File: src/rtl/rows_pkg.sv
// Shared widths, FSM state codes and the thermometer-code decoder used by the
// level-sensor row encoder.
package rows_pkg;

    localparam int ROWS_W  = 7;
    localparam int LEVEL_W = 3;

    localparam logic [1:0] STEADY = 2'd0;
    localparam logic [1:0] RISING = 2'd1;
    localparam logic [1:0] FAULT  = 2'd2;

    typedef struct packed {
        logic               valid;
        logic [LEVEL_W-1:0] level;
    } thermo_t;

    // A thermometer code plus one is a power of two (or wraps to zero at all-ones).
    function automatic thermo_t thermo_level(input logic [ROWS_W-1:0] pattern);
        thermo_t r;
        r.valid = ((pattern & (pattern + ROWS_W'(1))) == '0);
        r.level = '0;
        for (int i = 0; i < ROWS_W; i++) begin
            r.level = r.level + LEVEL_W'(pattern[i]);
        end
        return r;
    endfunction

endpackage

File: src/rtl/rows_encoder_debounce.sv
// Two-flop synchroniser and stability filter for the raw sensor vector; emits a
// one-cycle accept when a new pattern has been stable long enough.
module sensor_debounce
    import rows_pkg::*;
#(
    parameter int STABLE_CYCLES = 4
) (
    input  logic              clk,
    input  logic              rst,
    input  logic [ROWS_W-1:0] sensors_in,
    input  logic              long_hold,
    output logic              accept_pulse,
    output logic [ROWS_W-1:0] accepted_pattern
);

    localparam int CNT_W = $clog2(2 * STABLE_CYCLES);
    localparam logic [CNT_W-1:0] SHORT_LAST = CNT_W'(STABLE_CYCLES - 1);
    localparam logic [CNT_W-1:0] LONG_LAST  = CNT_W'(2 * STABLE_CYCLES - 1);

    logic [ROWS_W-1:0] sync1;
    logic [ROWS_W-1:0] sync2;
    logic [ROWS_W-1:0] candidate;
    logic [ROWS_W-1:0] last_pattern;
    logic [CNT_W-1:0]  stable_cnt;
    logic [CNT_W-1:0]  last_cnt;
    logic              stable;

    assign last_cnt         = long_hold ? LONG_LAST : SHORT_LAST;
    assign stable           = (sync2 == candidate) && (stable_cnt >= last_cnt);
    // Holding an already-accepted pattern must not generate further events.
    assign accept_pulse     = stable && (candidate != last_pattern);
    assign accepted_pattern = candidate;

    always_ff @(posedge clk or posedge rst) begin
        if (rst) begin
            sync1        <= '0;
            sync2        <= '0;
            candidate    <= '0;
            last_pattern <= '0;
            stable_cnt   <= '0;
        end else begin
            sync1 <= sensors_in;
            sync2 <= sync1;
            if (sync2 != candidate) begin
                candidate  <= sync2;
                stable_cnt <= '0;
            end else if (stable_cnt < last_cnt) begin
                stable_cnt <= stable_cnt + 1'b1;
            end
            if (accept_pulse) begin
                last_pattern <= candidate;
            end
        end
    end

endmodule

File: src/rtl/rows_encoder.sv
// Level-sensor to {blink, count} encoder for the bar-display row decoder.
// Define LEVEL_HYST_EN to require twice the stability time for downward level changes.
//
// state  | meaning
// STEADY | level shown solid, blink off, divider idle
// RISING | level just rose; next segment flashes for BLINK_REPEAT periods
// FAULT  | non-thermometer pattern accepted; blink free-runs, count held
module rows_encoder
    import rows_pkg::*;
#(
    parameter int STABLE_CYCLES = 4,
    parameter int BLINK_DIV     = 25000000,
    parameter int BLINK_REPEAT  = 3
) (
    input  logic               clk,
    input  logic               rst,
    input  logic [ROWS_W-1:0]  sensors_in,
    output logic [LEVEL_W-1:0] count,
    output logic               blink,
    output logic               fault,
    output logic               level_change
);

    localparam int DIV_W = (BLINK_DIV > 1) ? $clog2(BLINK_DIV) : 1;
    localparam int REP_W = $clog2(BLINK_REPEAT + 1);
    localparam logic [DIV_W-1:0] DIV_LAST = DIV_W'(BLINK_DIV - 1);
    localparam logic [REP_W-1:0] REP_LAST = REP_W'(BLINK_REPEAT - 1);

    logic              accept_pulse;
    logic [ROWS_W-1:0] accepted_pattern;
    logic              long_hold;
    thermo_t           cand;
    logic [1:0]        state;
    logic [DIV_W-1:0]  div_cnt;
    logic [REP_W-1:0]  rep_cnt;
    logic              div_tc;

    assign cand   = thermo_level(accepted_pattern);
    assign div_tc = (div_cnt == DIV_LAST);

`ifdef LEVEL_HYST_EN
    assign long_hold = cand.valid && (cand.level < count);
`else
    assign long_hold = 1'b0;
`endif

    sensor_debounce #(
        .STABLE_CYCLES(STABLE_CYCLES)
    ) u_debounce (
        .clk             (clk),
        .rst             (rst),
        .sensors_in      (sensors_in),
        .long_hold       (long_hold),
        .accept_pulse    (accept_pulse),
        .accepted_pattern(accepted_pattern)
    );

    always_ff @(posedge clk or posedge rst) begin
        if (rst) begin
            state        <= STEADY;
            count        <= '0;
            blink        <= 1'b0;
            fault        <= 1'b0;
            level_change <= 1'b0;
            div_cnt      <= '0;
            rep_cnt      <= '0;
        end else begin
            level_change <= 1'b0;
            if (accept_pulse) begin
                // An accept always restarts the flash timing, even on a divider terminal count.
                div_cnt <= '0;
                rep_cnt <= '0;
                if (!cand.valid) begin
                    fault <= 1'b1;
                    state <= FAULT;
                    blink <= 1'b1;
                end else begin
                    fault <= 1'b0;
                    if (cand.level != count) begin
                        count        <= cand.level;
                        level_change <= 1'b1;
                    end
                    // Full scale has no segment above it to flash.
                    if ((cand.level > count) && (cand.level != LEVEL_W'(ROWS_W))) begin
                        state <= RISING;
                        blink <= 1'b1;
                    end else begin
                        state <= STEADY;
                        blink <= 1'b0;
                    end
                end
            end else begin
                case (state)
                    RISING, FAULT: begin
                        if (div_tc) begin
                            div_cnt <= '0;
                            blink   <= ~blink;
                            if ((state == RISING) && blink) begin
                                if (rep_cnt == REP_LAST) begin
                                    state   <= STEADY;
                                    blink   <= 1'b0;
                                    rep_cnt <= '0;
                                end else begin
                                    rep_cnt <= rep_cnt + 1'b1;
                                end
                            end
                        end else begin
                            div_cnt <= div_cnt + 1'b1;
                        end
                    end
                    default: begin
                        state   <= STEADY;
                        blink   <= 1'b0;
                        div_cnt <= '0;
                    end
                endcase
            end
        end
    end

endmodule

File: config.mk
export PLATFORM = sky130hd
export DESIGN_NAME = rows_encoder
export DESIGN_NICKNAME = d
export VERILOG_FILES = /design/src/rtl/rows_pkg.sv /design/src/rtl/rows_encoder_debounce.sv /design/src/rtl/rows_encoder.sv
export SDC_FILE = /design/constraint.sdc
export NUM_CORES = 1
export LEC_CHECK = 0
export ABC_AREA = 1
export BUFFER_PORTS_ARGS = -buffer_cell sky130_fd_sc_hd__buf_2
export CAP_MARGIN = 20
export CORE_MARGIN = 2
export CORE_UTILIZATION = 61
export DETAILED_ROUTE_END_ITERATION = 6
export PLACE_DENSITY = 0.87
export SLEW_MARGIN = 0
export SYNTH_ARGS = -nofsm -noshare
export SYNTH_HDL_FRONTEND = slang
export SYNTH_SLANG_ARGS = --single-unit
File: constraint.sdc
create_clock -name clk -period 3.9 [get_ports clk]
set_input_delay 0.39 -clock clk [delete_from_list [all_inputs] [get_ports clk]]
set_output_delay 0.39 -clock clk [all_outputs]
set_load 0.03 [all_outputs]
# [After elaboration in Yosys (flattened, before gate mapping)]
# Cells that the tools add are included.
[word_totals] regBits=66 output_inout_bits=6 input_bits=9 word_cells=80
[op_classes] n_addsub=10 n_eq_ne=12 bitwise_logic=2 n_reduce_logical=13 muxes=28 magnitude_cmp=3
[ops] cell="25-bit 2-to-1 mux" count=3
[ops] cell="25-bit by 1-bit adder with 25-bit output, second input constant" count=1
[ops] cell="25-bit equality test, second input constant" count=1
[ops] cell="2-bit 2-to-1 mux" count=11
[ops] cell="7-bit inequality test" count=2
[ops] cell="3-bit by 1-bit adder with 3-bit output" count=4
[ops] cell="1-bit 2-to-1 mux" count=12
[ops] cell="3-bit inequality test, second input constant" count=4
[ops] cell="3-bit AND reduction" count=3
[ops] cell="2-bit nonzero test" count=4
[ops] cell="7-bit by 1-bit adder with 7-bit output, second input constant" count=1
[ops] cell="7-bit AND" count=1
[ops] cell="7-bit equality test" count=1
[ops] cell="7-bit zero test" count=1
[ops] cell="3-bit 2-to-1 mux" count=2
[ops] cell="2-bit equality test, second input constant" count=2
[ops] cell="1-bit logical AND" count=4
[ops] cell="2-bit by 1-bit adder with 3-bit output" count=1
[ops] cell="3-bit by 1-bit adder with 3-bit output, second input constant" count=1
[ops] cell="3-bit by 2-bit greater-or-equal comparator with 1-bit output, second input constant" count=1
[ops] cell="3-bit > comparator" count=1
[ops] cell="3-bit by 2-bit < comparator with 1-bit output, second input constant" count=1
[ops] cell="3-bit inequality test" count=1
[ops] cell="1-bit by 1-bit adder with 2-bit output" count=1
[ops] cell="4 further kinds" count=4

# [Longest topological paths before layout]
[logic_depth] depth_word=11 depth_mapped=15 ltp_nobuf=15

# [Modules after synthesis]
# A second synthesis with hierarchy kept.
[hier_totals] cells_unflattened=430 hier_area_um2=3478.3
[modules_own_cells] module="rows_encoder" cells_each=294 instances=1 area_each_um2=2192.1
[modules_own_cells] module="sensor_debounce" cells_each=136 instances=1 area_each_um2=1286.2

# [Worst setup path after synthesis]
# Ideal clock, no wire load.
[synth_path] path_type="flip-flop to flip-flop" start="reg u_debounce.candidate[0] (netlist: u_debounce.accepted_pattern[0])" end="reg count[0]" period_less_slack_ns=3.430 path_slack_ns=0.470 setup_ns=0.118 arrival_ns=3.312 stages_incl_launch_ff=16 cell_sequence="dfrtp_1 > fa_1 > inv_1 > fa_1 > inv_1 > fa_1 > inv_1 > fa_1 > inv_1 > ha_1 > nand3_1 > inv_1 > nor3_2 > nand4_1 > nand2_1 > nand2_1"
[synth_rtl] element="from (decl)" line_no="rows_encoder_debounce.sv:22" text="logic [ROWS_W-1:0] candidate;"
[synth_rtl] element="from (signal assigned)" line_no="rows_encoder_debounce.sv:45" text="candidate <= sync2;"
[synth_rtl] element="to (signal assigned)" line_no="rows_encoder.sv:80" text="count <= cand.level;"
[synth_rtl] element="to (decl)" line_no="rows_encoder.sv:18" text="output logic [LEVEL_W-1:0] count,"

==> results.toml <==
[status]
outcome = "completed"

[yosys]
syn_nets = 469
synth_cell_types = 27
ys_ff_latch = 66
synth_cells = 447
syn_area_per_cell_um2 = 7.99
synth-seq-area-share_pct = 46.2
netlist_area_um2 = 3570
ys_warn_count = 0

[floorplanning]
fp.dieW_um = 80.5
fp-row-count = 27
die_h_um = 80.5
start_util_pct = 64.1
core_area_um2 = 5570
ios = 15
dieArea_um2 = 6490

[routing]
wl_um = 7280
drt_first_iter_violations = 373
wl_per_cell_um = 13.5
drc = 0
via_per_inst = 5.41
drt_first_pass_iters = 5
num_vias = 2915
antenna_left = 0

[power]
power_density_nw_per_um2 = 368
irDropWorstVdd_uv = 422
p_total_mw = 1.44
p_leak_nw = 1.83

[critical_path]
crit_path_start_kind = "flip-flop"
path_class = "reg2reg"
crit_path_max_fanout = 6
worstPathRequired_ns = 4.13
critPathArrivalTime_ns = 3.95
cp-end-kind = "flip-flop"

[layout]
layout.cells.most_common = "nand2_1"
drive_above_1_share_pct = 11.3
diodes = 0
fin_cells = 539
syn_to_final_growth_pct = 9.21
mostFrequentLayoutCells = "118 x nand2_1, 66 x dfrtp_1, 65 x nor2_1"
fin_nets = 485

[timing]
fin_skew_ns = 0.00753
drv_slew = 0
finalCritPeriodShare_pct = 95.4
post-route-min-period_ns = 3.72
hold_slack_ns = 0.148
hold_viol = 0
timing.slew.headroom_pct = 53.7
fmax_mhz = 269
finalSetupViolations = 0
worst_slew_pin_slew_ns = 0.693

[job]
drv_cap = 0

[grt]
antenna_found_initial = 0
grt_use_total_pct = 26.8
grt_pass1_wl_um = 13200
grt_max_degree = 36
grt_pass1_vias = 2939
grt_overflow = 0

[clocking]
numCtsBuffers = 9
cts_max_path_buffers = 2
cts_setup_buffers = 0
clk_latency_ns = 0.35
clock-sinks = 66
cts_root_buf = "clkbuf_8"
cts_tree = "yes"
clkTransAtPathRegs_ns = 0.08
cts_max_level = 3

[place]
dpl.hpwl_um = 5210
placedCellCount = 524
portBuffers = 14
gp_congestion = 0.959

[min_path]
hp-class = "in2async"
layer usage:
layer	up-vias	GRT usage [%]	wire length, um
met5	-	0	0
met3	18	5.73	459
met2	109	43.3	3460
met4	0	10.2	146
li1	1421	-	-
met1	1367	35.5	3210
through the flow:
stage | instance area, um2 | util (%) | TNS, ns | worst slack, ns
3_3_place_gp | 3680 | 66.0 | 0 | 0.391
4_1_cts | 3900 | 69.9 | 0 | 0.124
2_1_floorplan | 3570 | - | 0 | 0.470
6_report | 3900 | 70.0 | 0 | 0.180
5_1_grt | 3900 | 70.0 | -0.00781 | -0.00781
3_5_place_dp | 3680 | 66.0 | 0 | 0.150
sequential cells by signal, summed over array words and instances, names as in the netlist:
| name | count |
|---|---|
| u_debounce.sync1 | 7 |
| div_cnt | 25 |
| fault | 1 |
| u_debounce.sync2 | 7 |
| state | 2 |
| blink | 1 |
| rep_cnt | 2 |
| u_debounce.accepted_pattern | 7 |
| u_debounce.stable_cnt | 3 |
| count | 3 |
| u_debounce.last_pattern | 7 |
| level_change | 1 |
cell families after synthesis:
logic type | synth area share, %
AOI/OAI and AO/OA | 3.19
xor gates and xnor gates | 5.39
and+or+nand+nor | 31.2
DFF | 46.2
adders and majority gates | 5.39
buffers and inverters | 8.65
critical path, cell delays in order, from the launching register on:
cell and delay, ns:
dfrtp_1 0.46, fa_1 0.56, inv_1 0.05, fa_1 0.47, inv_1 0.05, fa_1 0.36
inv_1 0.09, fa_1 0.41, inv_1 0.10, ha_1 0.25, nand3_1 0.13, inv_1 0.10
nor3_4 0.21, nand4_1 0.19, nand2_1 0.11, nand2_1 0.06
final timing paths:
path / startpoint / end / slack [ns] / cells past startpoint
setup / recovery: u_debounce.accepted_pattern[0] / count[0] / 0.18 / 15
hold / removal: rst / div_cnt[3] / 0.15 / 2
setup reg to reg: u_debounce.accepted_pattern[0] / count[0] / 0.18 / 15
hold reg to reg: u_debounce.sync1[4] / u_debounce.sync2[4] / 0.35 / 0
max in group asynchronous: rst / div_cnt[15] / 2.88 / 3
min in group clk: sensors_in[0] / u_debounce.sync1[0] / 0.15 / 1
where the power goes:
part	leakage (nW)	switching, mW	internal (mW)	total (mW)
Clock	0.0979	0.270	0.358	0.628
Combinational	0.862	0.0688	0.0359	0.105
Sequential	0.874	0.0104	0.695	0.706
repair_timing:
action,4_1_cts,5_1_grt
hold buffers,0,0
endpoints found under the setup margin,0,3
gates resized for setup,0,1
synthesized netlist by cell type:
master | number | area, um2
dfrtp_1 | 66 | 1650
o21ai_2 | 7 | 61.3
xor2_1 | 15 | 131
nand4_2 | 1 | 12.5
nand4_1 | 13 | 81.3
nand3_1 | 32 | 160
fa_1 | 4 | 80.1
nand3_4 | 2 | 35.0
nor2_1 | 65 | 244
inv_1 | 59 | 221
nor3_1 | 15 | 75.1
or2_2 | 2 | 12.5
nand2_1 | 118 | 443
nor3_2 | 1 | 10.0
nand3_2 | 1 | 10.0
a21oi_1 | 6 | 30.0
nor3b_1 | 1 | 7.51
o21ai_0 | 3 | 15.0
clkbuf_1 | 7 | 26.3
inv_2 | 5 | 18.8
ha_1 | 9 | 113
clkinv_2 | 1 | 5.00
a22oi_1 | 1 | 7.51
clkinv_1 | 1 | 3.75
xnor2_1 | 7 | 61.3
nor2_4 | 2 | 22.5
buf_6 | 3 | 33.8
area by class of cell:
class / instances / area, um2
Clock buffer: 9 / 124
Clock inverter: 6 / 91.3
Fill cell: 446 / 1670
Inverter: 66 / 249
Multi-Input combinational cell: 305 / 1620
Sequential cell: 66 / 1650
Tap cell: 72 / 90.1
Timing Repair Buffer: 15 / 77.6
No activity file was read; power rests on OpenSTA's default activity.
